$ cat config.mk
export PLATFORM = sky130hd
export DESIGN_NAME = load_store_unit
export DESIGN_NICKNAME = d
export VERILOG_FILES = /design/src/rtl/lsu_pkg.sv /design/src/rtl/lsu_lane.sv /design/src/rtl/load_store_unit.sv
export SDC_FILE = /design/constraint.sdc
export NUM_CORES = 1
export LEC_CHECK = 0
export CAP_MARGIN = 15
export CORE_ASPECT_RATIO = 0.6
export CORE_MARGIN = 5
export CORE_UTILIZATION = 52
export CTS_CLUSTER_SIZE = 10
export DETAILED_ROUTE_END_ITERATION = 16
export PLACE_DENSITY = 0.91
export SYNTH_ARGS = -nofsm -noshare
export SYNTH_HDL_FRONTEND = slang
export SYNTH_SLANG_ARGS = --single-unit
$ cat constraint.sdc
create_clock -name clk -period 5 [get_ports clk]
set_input_delay 0.75 -clock clk [delete_from_list [all_inputs] [get_ports clk]]
set_output_delay 0.75 -clock clk [all_outputs]
set_load 0.02 [all_outputs]
$ cat src/rtl/lsu_pkg.sv
// Shared definitions for the load/store unit: RV32I funct3 codes, FSM state
// encoding and a funct3 legality helper.
package lsu_pkg;

  localparam logic [2:0] F3_B  = 3'b000;
  localparam logic [2:0] F3_H  = 3'b001;
  localparam logic [2:0] F3_W  = 3'b010;
  localparam logic [2:0] F3_BU = 3'b100;
  localparam logic [2:0] F3_HU = 3'b101;

  typedef enum logic [1:0] {
    StIdle  = 2'd0,
    StRead  = 2'd1,
    StWrite = 2'd2,
    StResp  = 2'd3
  } lsu_state_e;

  // Stores only have signed-width encodings; loads add the unsigned variants.
  function automatic logic f3_legal(input logic we, input logic [2:0] f3);
    logic ok;
    ok = (f3 == F3_B) || (f3 == F3_H) || (f3 == F3_W);
    if (!we) ok = ok || (f3 == F3_BU) || (f3 == F3_HU);
    return ok;
  endfunction

endpackage

$ cat src/rtl/lsu_lane.sv
// Combinational lane logic for the load/store unit.
//   word_i   : word read from data memory
//   lo_i     : byte offset within the word (already aligned for H/W)
//   funct3_i : RV32I load/store funct3
//   wdata_i  : store data (low lanes used for SB/SH)
//   load_o   : extracted and sign/zero-extended load result
//   merge_o  : word_i with the addressed byte/halfword replaced by store data
module lsu_lane
  import lsu_pkg::*;
(
  input  logic [31:0] word_i,
  input  logic [1:0]  lo_i,
  input  logic [2:0]  funct3_i,
  input  logic [31:0] wdata_i,
  output logic [31:0] load_o,
  output logic [31:0] merge_o
);

  logic [7:0]  byte_sel;
  logic [15:0] half_sel;

  always_comb begin
    unique case (lo_i)
      2'd0:    byte_sel = word_i[7:0];
      2'd1:    byte_sel = word_i[15:8];
      2'd2:    byte_sel = word_i[23:16];
      default: byte_sel = word_i[31:24];
    endcase
    half_sel = lo_i[1] ? word_i[31:16] : word_i[15:0];

    case (funct3_i)
      F3_B:    load_o = {{24{byte_sel[7]}}, byte_sel};
      F3_BU:   load_o = {24'h0, byte_sel};
      F3_H:    load_o = {{16{half_sel[15]}}, half_sel};
      F3_HU:   load_o = {16'h0, half_sel};
      default: load_o = word_i;
    endcase
  end

  always_comb begin
    merge_o = word_i;
    case (funct3_i[1:0])
      2'b00:   merge_o[{lo_i, 3'b000} +: 8] = wdata_i[7:0];
      2'b01:   merge_o[{lo_i[1], 4'b0000} +: 16] = wdata_i[15:0];
      default: merge_o = wdata_i;
    endcase
  end

endmodule

$ cat src/rtl/load_store_unit.sv
// RV32I load/store unit in front of a word-addressed data memory with a
// whole-word write enable. Sub-word stores are done as read-modify-write.
// Optional feature macro: LSU_ALIGN_CHECK_EN -- when defined, misaligned H/W
// requests fault; otherwise the address is rounded down to natural alignment.
// Ports:
//   clk, rst_n          : clock, asynchronous active-low reset
//   lsu_valid_i/ready_o : core-side request handshake
//   lsu_we_i            : 1 = store, 0 = load
//   lsu_funct3_i        : access size/signedness
//   lsu_addr_i          : byte address
//   lsu_wdata_i         : store data
//   lsu_rdata_o         : load result, valid while lsu_done_o
//   lsu_done_o          : one-cycle completion pulse
//   lsu_fault_o         : qualifies lsu_done_o, request was illegal
//   mem_we_o/addr_o/wd_o: data memory write enable, word index, write data
//   mem_rd_i            : combinational data memory read data
module load_store_unit
  import lsu_pkg::*;
#(
  parameter int unsigned MEM_WORDS = 64
) (
  input  logic        clk,
  input  logic        rst_n,
  input  logic        lsu_valid_i,
  output logic        lsu_ready_o,
  input  logic        lsu_we_i,
  input  logic [2:0]  lsu_funct3_i,
  input  logic [31:0] lsu_addr_i,
  input  logic [31:0] lsu_wdata_i,
  output logic [31:0] lsu_rdata_o,
  output logic        lsu_done_o,
  output logic        lsu_fault_o,
  output logic        mem_we_o,
  output logic [31:0] mem_addr_o,
  output logic [31:0] mem_wd_o,
  input  logic [31:0] mem_rd_i
);

  lsu_state_e  state_q, state_d;
  logic [1:0]  lo_q, lo_d;
  logic [2:0]  f3_q, f3_d;
  logic        we_q, we_d;
  logic [31:0] wdata_q, wdata_d;
  logic        fault_q, fault_d;
  logic [31:0] rdata_q, rdata_d;
  logic [31:0] mem_addr_q, mem_addr_d;
  logic [31:0] mem_wd_q, mem_wd_d;

  logic        accept;
  logic        req_fault;
  logic        range_ok;
  logic [1:0]  req_lo;
  logic        req_is_sw;
  logic [31:0] lane_load;
  logic [31:0] lane_merge;

  assign accept = lsu_valid_i && (state_q == StIdle);

  // Request decode: legality and aligned byte offset.
  always_comb begin
    range_ok = ({2'b00, lsu_addr_i[31:2]} < MEM_WORDS);
    req_lo   = lsu_addr_i[1:0];
    if (lsu_funct3_i[1:0] == 2'b01) req_lo[0] = 1'b0;
    if (lsu_funct3_i[1:0] == 2'b10) req_lo    = 2'b00;
`ifdef LSU_ALIGN_CHECK_EN
    req_fault = !f3_legal(lsu_we_i, lsu_funct3_i) || !range_ok ||
                (req_lo != lsu_addr_i[1:0]);
`else
    req_fault = !f3_legal(lsu_we_i, lsu_funct3_i) || !range_ok;
`endif
    req_is_sw = lsu_we_i && (lsu_funct3_i == F3_W);
  end

  lsu_lane u_lane (
    .word_i   (mem_rd_i),
    .lo_i     (lo_q),
    .funct3_i (f3_q),
    .wdata_i  (wdata_q),
    .load_o   (lane_load),
    .merge_o  (lane_merge)
  );

  // State register and datapath registers.
  always_ff @(posedge clk or negedge rst_n) begin
    if (!rst_n) begin
      state_q    <= StIdle;
      lo_q       <= 2'b00;
      f3_q       <= 3'b000;
      we_q       <= 1'b0;
      wdata_q    <= 32'h0;
      fault_q    <= 1'b0;
      rdata_q    <= 32'h0;
      mem_addr_q <= 32'h0;
      mem_wd_q   <= 32'h0;
    end else begin
      state_q    <= state_d;
      lo_q       <= lo_d;
      f3_q       <= f3_d;
      we_q       <= we_d;
      wdata_q    <= wdata_d;
      fault_q    <= fault_d;
      rdata_q    <= rdata_d;
      mem_addr_q <= mem_addr_d;
      mem_wd_q   <= mem_wd_d;
    end
  end

  // Next-state logic.
  always_comb begin
    state_d = state_q;
    unique case (state_q)
      StIdle: begin
        if (accept) begin
          if (req_fault)      state_d = StResp;
          else if (req_is_sw) state_d = StWrite;
          else                state_d = StRead;
        end
      end
      StRead:  state_d = we_q ? StWrite : StResp;
      StWrite: state_d = StResp;
      default: state_d = StIdle;
    endcase
  end

  // Datapath next values.
  always_comb begin
    lo_d       = lo_q;
    f3_d       = f3_q;
    we_d       = we_q;
    wdata_d    = wdata_q;
    fault_d    = fault_q;
    rdata_d    = rdata_q;
    mem_addr_d = mem_addr_q;
    mem_wd_d   = mem_wd_q;
    unique case (state_q)
      StIdle: begin
        if (accept) begin
          lo_d    = req_lo;
          f3_d    = lsu_funct3_i;
          we_d    = lsu_we_i;
          wdata_d = lsu_wdata_i;
          fault_d = req_fault;
          // Load result stays visible until the next load; stores/faults clear it.
          if (lsu_we_i || req_fault) rdata_d = 32'h0;
          if (!req_fault) mem_addr_d = {2'b00, lsu_addr_i[31:2]};
          if (!req_fault && req_is_sw) mem_wd_d = lsu_wdata_i;
        end
      end
      StRead: begin
        if (we_q) mem_wd_d = lane_merge;
        else      rdata_d  = lane_load;
      end
      default: ;
    endcase
  end

  // Outputs decoded from state; reset clears mem_we_o asynchronously.
  always_comb begin
    lsu_ready_o = (state_q == StIdle);
    lsu_done_o  = (state_q == StResp);
    lsu_fault_o = (state_q == StResp) && fault_q;
    mem_we_o    = (state_q == StWrite);
    lsu_rdata_o = rdata_q;
    mem_addr_o  = mem_addr_q;
    mem_wd_o    = mem_wd_q;
  end

endmodule

* Word-level counts from Yosys, hierarchy flattened *
Index checks and enable logic that the tools add are counted.

storage, ports and cells
  logic and storage cells = 82
  input port bits = 103
  bits in registers = 135
  output and inout bits = 100

cells by class
  bitwise operators = 1
  eq/ne operators = 20
  muxes and demuxes = 22
  shift operators = 4
  reduce and logical (&&, ||, !) cells = 23
  $add $sub $neg = 2
  order comparisons = 1

operators with widths
  cell                     number
  $mux 32                  6
  $pmux 32 s2              3
  $pmux 32 s4              1
  $bwmux 32                2
  $shift 16x7->32 const A  1
  $shift 8x7->32 const A   1
  $shiftx 16x7->32         1
  $shiftx 8x7->32          1
  $lt 30x7->1 const B      1
  $pmux 8 s3               1
  $mux 16                  1
  $neg 5->7                2
  $eq 3x3->1 const B       4
  $eq 2x1->1 const B       4
  $eq 2x2->1 const B       4
  $mux 2                   4
  $reduce_and 4->1         2
  $eq 3x1->1 const B       2
  $logic_not 2->1          3
  $logic_not 3->1          2
  $logic_or 1x1->1         6
  $ne 2x1->1 const B       3
  $pmux 2 s3               1
  $logic_and 1x1->1        4
  other kinds (8)          13

* Longest topological paths before layout *
Gate-level depths: netlist (run 1).

  depth after elaboration = 13
  gate-level depth with buffers = 10
  mapped depth without buffers = 7

* Modules after synthesis *
Synthesis (run 1) repeated with hierarchy kept, for this count alone.

unflattened totals
  cell total of the unflattened synthesis = 668
  area, all modules = 7,073.0 µm²

by module, submodules not included
  module           seq. area each (µm²)  times used  cells an instance  area an instance (µm²)
  load_store_unit  3,378.2               1           407                5,434.0
  lsu_lane         0.0                   1           261                1,639.1

* Worst setup path before layout (run 1) *
OpenSTA, ideal clock, no wires.

  path type = register to register
  start = reg state_q[0]
  end = reg mem_addr_q[1], in the netlist mem_addr_o[1]
  cell stages (with the launch flop) = 10
  path slack = 2,644 ps
  arrival time = 2,231 ps
  library setup time = 125 ps
  period minus slack after synthesis = 2,356 ps
  cell sequence = dfrtp_1 inv_1 ha_1 buf_4 and2_1 buf_4 nand3_1 nor3_1 buf_2 mux2_2

between the ends
  cells in the longest elaborated chain, start to end = 3

ends and longest elaborated chain
  item                                 line                    text
  start: declaration                   load_store_unit.sv:39   lsu_state_e state_q, state_d;
  start signal: assignment             load_store_unit.sv:86   state_q <= StIdle;
  start signal: assignment             load_store_unit.sv:96   state_q <= state_d;
  $logic_not 2->1 *                    --
  via lsu_ready_o                      load_store_unit.sv:25   output logic lsu_ready_o,
  $logic_and 1x1->1                    load_store_unit.sv:57   assign accept = lsu_valid_i && (state_q == StIdle);
  $reduce_and 3->1 (no source line) *  --
  end signal: assignment               load_store_unit.sv:103  mem_addr_q <= mem_addr_d;
  end: declaration                     load_store_unit.sv:46   logic [31:0] mem_addr_q, mem_addr_d;

The timed path passes the listed nets; every way through them passes the cells marked *.
A chain may end at the register's enable or synchronous reset.

* Final worst setup path (run 1) *
  start = reg state_q[1]
  end = reg mem_wd_q[30], in the netlist mem_wd_o[30]

between the ends
  cells in the longest elaborated chain, start to end = 4
  elaborated cells on any way between the ends = 9

ends and longest elaborated chain
  item                               line                                           text
  $logic_not 2->1                    load_store_unit.sv:57, load_store_unit.sv:135
  $logic_and 1x1->1                  load_store_unit.sv:57
  $ne 2x1->1 (no source line)        --
  $reduce_and 4->1 (no source line)  --
  end signal: assignment             load_store_unit.sv:104                         mem_wd_q <= mem_wd_d;
  end: declaration                   load_store_unit.sv:47                          logic [31:0] mem_wd_q, mem_wd_d;

Several ways; a longest one is shown, not always the timed one.

==> results of run 1 <==
-- cells in the final DEF (no fill, tap or decap), types with 2 or more instances in the layout --
cell type / n
clkbuf_16: 17
clkinvlp_4: 4
o31ai_1: 24
nor2_1: 71
a21o_1: 2
a221o_1: 8
mux2_4: 30
inv_6: 3
and2_1: 3
nor2b_1: 26
buf_4: 10
o21ai_0: 30
dfrtp_1: 135
o2111ai_1: 8
nand2b_1: 5
nand2_1: 51
ha_1: 10
mux2_2: 41
nor4_2: 4
a32o_1: 9
nor4_1: 3
clkdlybuf4s50_1: 199
a221oi_1: 38
a22oi_1: 16
clkinv_4: 3
inv_1: 17
bufinv_16: 3
a21oi_1: 38
conb_1: 2
nor3_2: 2
-- sequential cells by signal, summed over array words and instances, names as in the netlist --
name         flops
fault_q          1
we_q             1
wdata_q         32
lo_q             2
mem_wd_o        32
mem_addr_o      30
lsu_rdata_o     32
f3_q             3
state_q          2
-- cells by family (layout without fill, tap and decap cells) --
group           count (synthesis)  after routing
other cells                     1              2
compound gates                183            183
mux                            72             72
simple gates                  175            175
fa+ha+maj                      10             10
buf+inv                        65            257
flops                         135            135
-- final cells by class --
type	instances	area, sq um
flip-flops and latches	135	3380
clock buffers	18	429
fillers	880	3380
multi-input cells	442	3270
clock inverters	13	173
well taps	170	213
repair buffers	209	2070
inverters	17	63.8
-- per-stage QoR --
stage / instances / worst slack [ps] / total power [mW] / cell area [sq um] / hold slack (ps)
after floorplan: 642 / 2640 / 3.74 / 6940 / 451
after CTS: 1003 / 1930 / 6.09 / 9580 / 463
after detailed placement: 972 / 1630 / 4.79 / 8980 / 488
after global routing: 1004 / 1650 / 6.43 / 9590 / 495
after global placement: 972 / 1830 / 4.67 / 8980 / 466
final: 1004 / 1840 / 6.15 / 9590 / 428
-- cells in the mapped netlist (2+ instances only) --
cell | number | area, sq um
dfrtp_1 | 135 | 3380
nor2_1 | 71 | 267
nand2_1 | 51 | 191
mux2_2 | 41 | 462
a21oi_1 | 38 | 190
a221oi_1 | 38 | 333
clkbuf_1 | 32 | 120
mux2_4 | 30 | 450
o21ai_0 | 30 | 150
nor2b_1 | 26 | 163
o31ai_1 | 24 | 180
inv_1 | 17 | 63.8
a22oi_1 | 16 | 120
ha_1 | 10 | 125
a32o_1 | 9 | 90.1
a221o_1 | 8 | 80.1
o2111ai_1 | 8 | 70.1
buf_6 | 6 | 67.6
buf_2 | 5 | 25.0
buf_4 | 5 | 37.5
nand2b_1 | 5 | 31.3
nor4_2 | 4 | 50.1
and2_1 | 3 | 18.8
nor4_1 | 3 | 18.8
a21o_1 | 2 | 15.0
-- metal layers --
layer	vias up	routed length, um	global-route usage, %
met5	-	0	0.303
met4	0	365	7.34
met3	50	2940	10.7
met2	438	10400	43.2
met1	3100	9740	39.6
li1	2722	-	-
-- worst max-delay path, delay by kind of cell, from the launching register on --
kind,cells,cell delay [ps]
buf+inv,2,850
simple gates,2,630
fa+ha+maj,1,190
flops,1,400
compound gates,2,940
-- worst min-delay path by stage --
stage	start	to	slack, ps
final	rst_n	lsu_rdata_o[25]	430
after global placement	we_q	we_q	470
after floorplan	rst_n	f3_q[0]	450
after global routing	rst_n	lsu_rdata_o[25]	500
after CTS	rst_n	lsu_rdata_o[25]	460
after detailed placement	mem_addr_o[6]	mem_addr_o[6]	490
-- power by group --
group,internal (mW),total [mW],switching [mW],leakage (nW)
clock network,0.788,1.29,0.502,0.280
registers,1.48,1.82,0.343,1.74
logic,1.33,3.04,1.70,2.05
total,3.60,6.15,2.55,4.07
==> out/summary.txt, run 1 <==
Post-synthesis cell count - 641
Worst r2r path cells - 7
Mux cell area share after synthesis - 13.3%
Layout cells sized above 1 - 15.0%
FP Rows - 32
Initial Utilization - 53.5%
Register bit total from synthesis - 135
Synth Area in XOR/XNOR - 0%
Worst r2r dst - mem_wd_o[30]
GRT Residual Overflow - 0
First-pass GRT wire length - 36.2 mm
Synth cell types - 49
Core area - 13,000 sq um
Slew Limit Headroom - 21.2%
Fmax - 0.317 GHz
VDD IR max - 0.357 mV
Post-synthesis sequential area ratio - 48.7%
DR iter-0 viols - 734
CTS buffer count - 17
R2r setup slk - 1840 ps
Critical Path AT - 3460 ps
Ys flop type - dfrtp_1
Crit path cell chain - inv_1, ha_1, inv_1, nor2_1, a21o_1, nand2b_4, o31ai_1
Post-Synth Adder-Cell Area - 1.80%
GP Congestion - 0.930
Layout net count - 935
Pleak - 4.07 nW
Clock Tree Buf Depth - 2
Total Neg Setup Slack - 0 ps
CP Max Fanout - 34
Crit-path max cell delay - 760 ps
Gr usage total - 28.7%
CP Capture Type - flop
Status - completed
DR vias - 6,310
IO Port Bufs - 200
Core Util, Final - 73.9%
CP most frequent cell - inv_1
Post-route minimum period - 3160 ps
Top Ports - 203
Count of final setup violators - 0
WP data required - 5300 ps
P per Cell Area - 641 nW/um^2
Antenna violations before repair - 0
Routed wire length - 23.5 mm
Die width - 159 um
Worst r2r src - state_q[1]
Vias in the first global route - 6,331
FFs w/ async S/R, synth - 100%
Critical path class - reg2reg
Number of diodes - 0
Ys Warns - 0
Drc violations - 0
DP HPWL - 17.2 mm
Mapped Area - 6940 sq um
CP max stage cell - inv_1
Final Hold Viols - 0
Root buffer cell - clkbuf_16
Vias per cell - 6.28
CP startpoint kind - flop
Clock sink count - 135
DR pass1 iterations - 6
Synth Area in Compound Gates - 19.4%
Critical path origin - state_q[1]
Hold crit path type - in2async
Final ANT Viol Nets - 0
Slew Limit Fails - 0
Maxcap violations - 0
Syn_area_per_cell - 10.8 sq um
EDFF count, synth - 0
Die Y-Extent - 99.5 um
Syn-to-layout area delta - 38.2%
Die area - 15,800 sq um
Synth Area in Simple Gates - 12.2%
Worst-margin pin slew - 1180 ps
Largest family of logic cells by synthesized area - compound AO/OA/AOI/OAI gates
Worst-skew pair later-pin latency - 410 ps
Setup crit end - mem_wd_o[30]
RSZ-0062 raised after global routing - false
Clk pin slew, worst setup/hold paths - 60 ps
Worst clock skew - 8.91 ps
Post-cts resize count - 0
Largest net degree at the start of global routing - 66
Htree depth - 4
Wire per inst - 23.4 um
CTS Hold Bufs - 0
# Post-CTS Setup Buffers - 0
Tcrit/Tclk final - 63.2%
CTS tree - yes
Power figures use the tool's default switching activity.
==> run 2: changes to the inputs <==
--- a/config.mk
+++ b/config.mk
@@ -8,10 +8,10 @@
 export CAP_MARGIN = 15
 export CORE_ASPECT_RATIO = 0.6
 export CORE_MARGIN = 5
-export CORE_UTILIZATION = 52
+export CORE_UTILIZATION = 48
 export CTS_CLUSTER_SIZE = 10
 export DETAILED_ROUTE_END_ITERATION = 16
-export PLACE_DENSITY = 0.91
+export PLACE_DENSITY = 0.85
 export SYNTH_ARGS = -nofsm -noshare
 export SYNTH_HDL_FRONTEND = slang
 export SYNTH_SLANG_ARGS = --single-unit
==> constraint.sdc (replaced) <==
create_clock -name clk -period 2.99 [get_ports clk]
set_input_delay 0.4485 -clock clk [delete_from_list [all_inputs] [get_ports clk]]
set_output_delay 0.4485 -clock clk [all_outputs]
set_load 0.02 [all_outputs]
==> run 2 against run 1 <==
  * Combinational power increased by 69%
  * Global-route usage down 1.6 points
  * Sequential power increased by 66%
  * Cell count up 4.4%
  * Die area increased by 7.6%
  * Non-clock buffer count grew 15
  * Highest routed layer unchanged
==> out/summary.txt, run 2 (synthesis results as in run 1) <==
Gr usage total - 27.1% (was 28.7%)
Post-route minimum period - 2720 ps (was 3160 ps)
Syn-to-layout area delta - 40.7% (was 38.2%)
CP Max Fanout - 10 (was 34)
Status - completed (unchanged)
Crit path cell chain - inv_1, ha_1, a22oi_1, a2111oi_0, o31ai_2, buf_4, nor2_1, mux2_4 (was inv_1, ha_1, inv_1, nor2_1, a21o_1, nand2b_4, o31ai_1)
Critical Path AT - 3010 ps (was 3460 ps)
Clock sink count - 135 (unchanged)
Final ANT Viol Nets - 0 (unchanged)
Flop pwr share - 29.5% (was 29.6%)
Htree depth - 4 (unchanged)
Layout net count - 950 (was 935)
Die width - 165 um (was 159 um)
Total Neg Setup Slack - 0 ps (unchanged)
Hold crit path type - in2async (unchanged)
Tcrit/Tclk final - 90.9% (was 63.2%)
GRT Max-Usage Layer - met1 (was met2)
DR pass1 iterations - 9 (was 6)
Wire per inst - 21.7 um (was 23.4 um)
DR vias - 6,235 (was 6,310)
Slew Limit Fails - 0 (unchanged)
Largest net degree at the start of global routing - 70 (was 66)
R2r setup slk - 270 ps (was 1840 ps)
Layout cells sized above 1 - 16.7% (was 15.0%)
Antenna violations before repair - 0 (unchanged)
FP Rows - 34 (was 32)
CP Capture Type - flop (unchanged)
Worst-skew pair later-pin latency - 420 ps (was 410 ps)
Routed wire length - 22.7 mm (was 23.5 mm)
Comb pwr share - 50.2% (was 49.4%)
First-pass GRT wire length - 35.1 mm (was 36.2 mm)
Vias per cell - 5.95 (was 6.28)
GP Congestion - 0.945 (was 0.930)
Critical path class - reg2reg (unchanged)
Die area - 17,000 sq um (was 15,800 sq um)
Core Util, Final - 68.1% (was 73.9%)
IO Port Bufs - 200 (unchanged)
Slew Limit Headroom - 46.0% (was 21.2%)
WP data required - 3280 ps (was 5300 ps)
Pleak - 4.15 nW (was 4.07 nW)
Vias in the first global route - 6,158 (was 6,331)
CTS buffer count - 17 (unchanged)
Drc violations - 0 (unchanged)
Worst r2r path cells - 8 (was 7)
Initial Utilization - 48.4% (was 53.5%)
Clock Tree Buf Depth - 2 (unchanged)
Die Y-Extent - 103 um (was 99.5 um)
Commonest cells after routing, fill and taps aside - 199 x clkdlybuf4s50_1, 135 x dfrtp_1, 71 x nor2_1, 51 x nand2_1, 41 x mux2_2 (unchanged)
Fill count - 1,056 (was 880)
Core area - 14,300 sq um (was 13,000 sq um)
GRT Residual Overflow - 0 (unchanged)
M1 GR Usage - 39.2% (was 39.6%)
Root buffer cell - clkbuf_16 (unchanged)
Final Hold Viols - 0 (unchanged)
DP HPWL - 16.9 mm (was 17.2 mm)
Critical path's top delay family - compound AO/OA/AOI/OAI gates (unchanged)
Worst clock skew - 9.09 ps (was 8.91 ps)
Clk pin slew, worst setup/hold paths - 60 ps (about the same)
P per Cell Area - 1050 nW/um^2 (was 641 nW/um^2)
Crit-path max cell delay - 690 ps (was 760 ps)
Top Ports - 203 (unchanged)
Sw frac - 41.0% (was 41.4%)
GRT met3 Usage - 10.7% (about the same)
Worst-margin pin slew - 803 ps (was 1180 ps)
Worst r2r src - lo_q[0] (was state_q[1])
Fmax - 0.368 GHz (was 0.317 GHz)
Post-cts resize count - 0 (unchanged)
CTS tree - yes (unchanged)
Buf/Inv on CP - 2 (unchanged)
Clock power share - 20.4% (was 21.0%)
Most common cell after layout, fill and taps aside - clkdlybuf4s50_1 (unchanged)
# Post-CTS Setup Buffers - 0 (unchanged)
DR iter-0 viols - 645 (was 734)
Int Pwr - 6.06 mW (was 3.60 mW)
RSZ-0062 raised after global routing - false (unchanged)
NetSw - 4.21 mW (was 2.55 mW)
CP startpoint kind - flop (unchanged)
Routing usage on met2 - 37.5% (was 43.2%)
Count of final setup violators - 0 (unchanged)
Worst r2r dst - lsu_rdata_o[19] (was mem_wd_o[30])
CTS Hold Bufs - 0 (unchanged)
Total power - 10.3 mW (was 6.15 mW)
Maxcap violations - 0 (unchanged)
CP max stage cell - o31ai_2 (was inv_1)
VDD IR max - 0.576 mV (was 0.357 mV)
Number of diodes - 0 (unchanged)
## run 2: cell type report
| class | instances | area, sq um | share of cell area, % |
|---|---|---|---|
| well taps | 198 | 248 | 2.54 |
| clock buffers | 18 | 439 | 4.50 |
| repair buffers | 224 | 2220 | 22.7 |
| clock inverters | 14 | 149 | 1.52 |
| inverters | 17 | 63.8 | 0.653 |
| flip-flops and latches | 135 | 3380 | 34.6 |
| multi-input cells | 442 | 3270 | 33.5 |
## run 2: per-stage QoR
| step | cells | cell area, sq um | hold slack [ps] | worst slack, ps |
|---|---|---|---|---|
| 4_1_cts | 1048 | 9770 | 45.2 | 303 |
| 3_5_place_dp | 1016 | 9180 | 477 | 250 |
| 3_3_place_gp | 1015 | 9170 | 468 | 157 |
| 2_1_floorplan | 642 | 6940 | 153 | 634 |
| 6_report | 1048 | 9770 | 19.0 | 271 |
| 5_1_grt | 1048 | 9770 | 67.4 | 121 |
## run 2: per-layer routing
layer	up-vias	share of wire (%)	wire, um
li1	2756	-	-
met1	3022	44	9920
met2	410	41	9220
met3	47	14	3160
met4	0	1.9	436
met5	-	0	0
## run 2: how the worst max path moves through the flow
stage,startpoint,to,slack [ps],depth (start not counted)
6_report,lo_q[0],lsu_rdata_o[19],270,8
5_1_grt,lo_q[0],lsu_rdata_o[19],120,8
3_3_place_gp,mem_rd_i[15],lsu_rdata_o[26],160,6
4_1_cts,lo_q[0],lsu_rdata_o[19],300,8
2_1_floorplan,state_q[0],mem_addr_o[1],630,9
3_5_place_dp,lsu_we_i,lsu_rdata_o[19],250,7
## run 2: power by group through the flow
| stage | combinational (mW) | clock [mW] | sequential (mW) |
|---|---|---|---|
| 2_1_floorplan | 2.98 | 0 | 3.27 |
| 3_3_place_gp | 4.96 | 0 | 3.00 |
| 3_5_place_dp | 5.07 | 0 | 3.01 |
| 4_1_cts | 5.11 | 2.11 | 2.99 |
| 5_1_grt | 5.53 | 2.20 | 3.09 |
| 6_report | 5.15 | 2.09 | 3.03 |
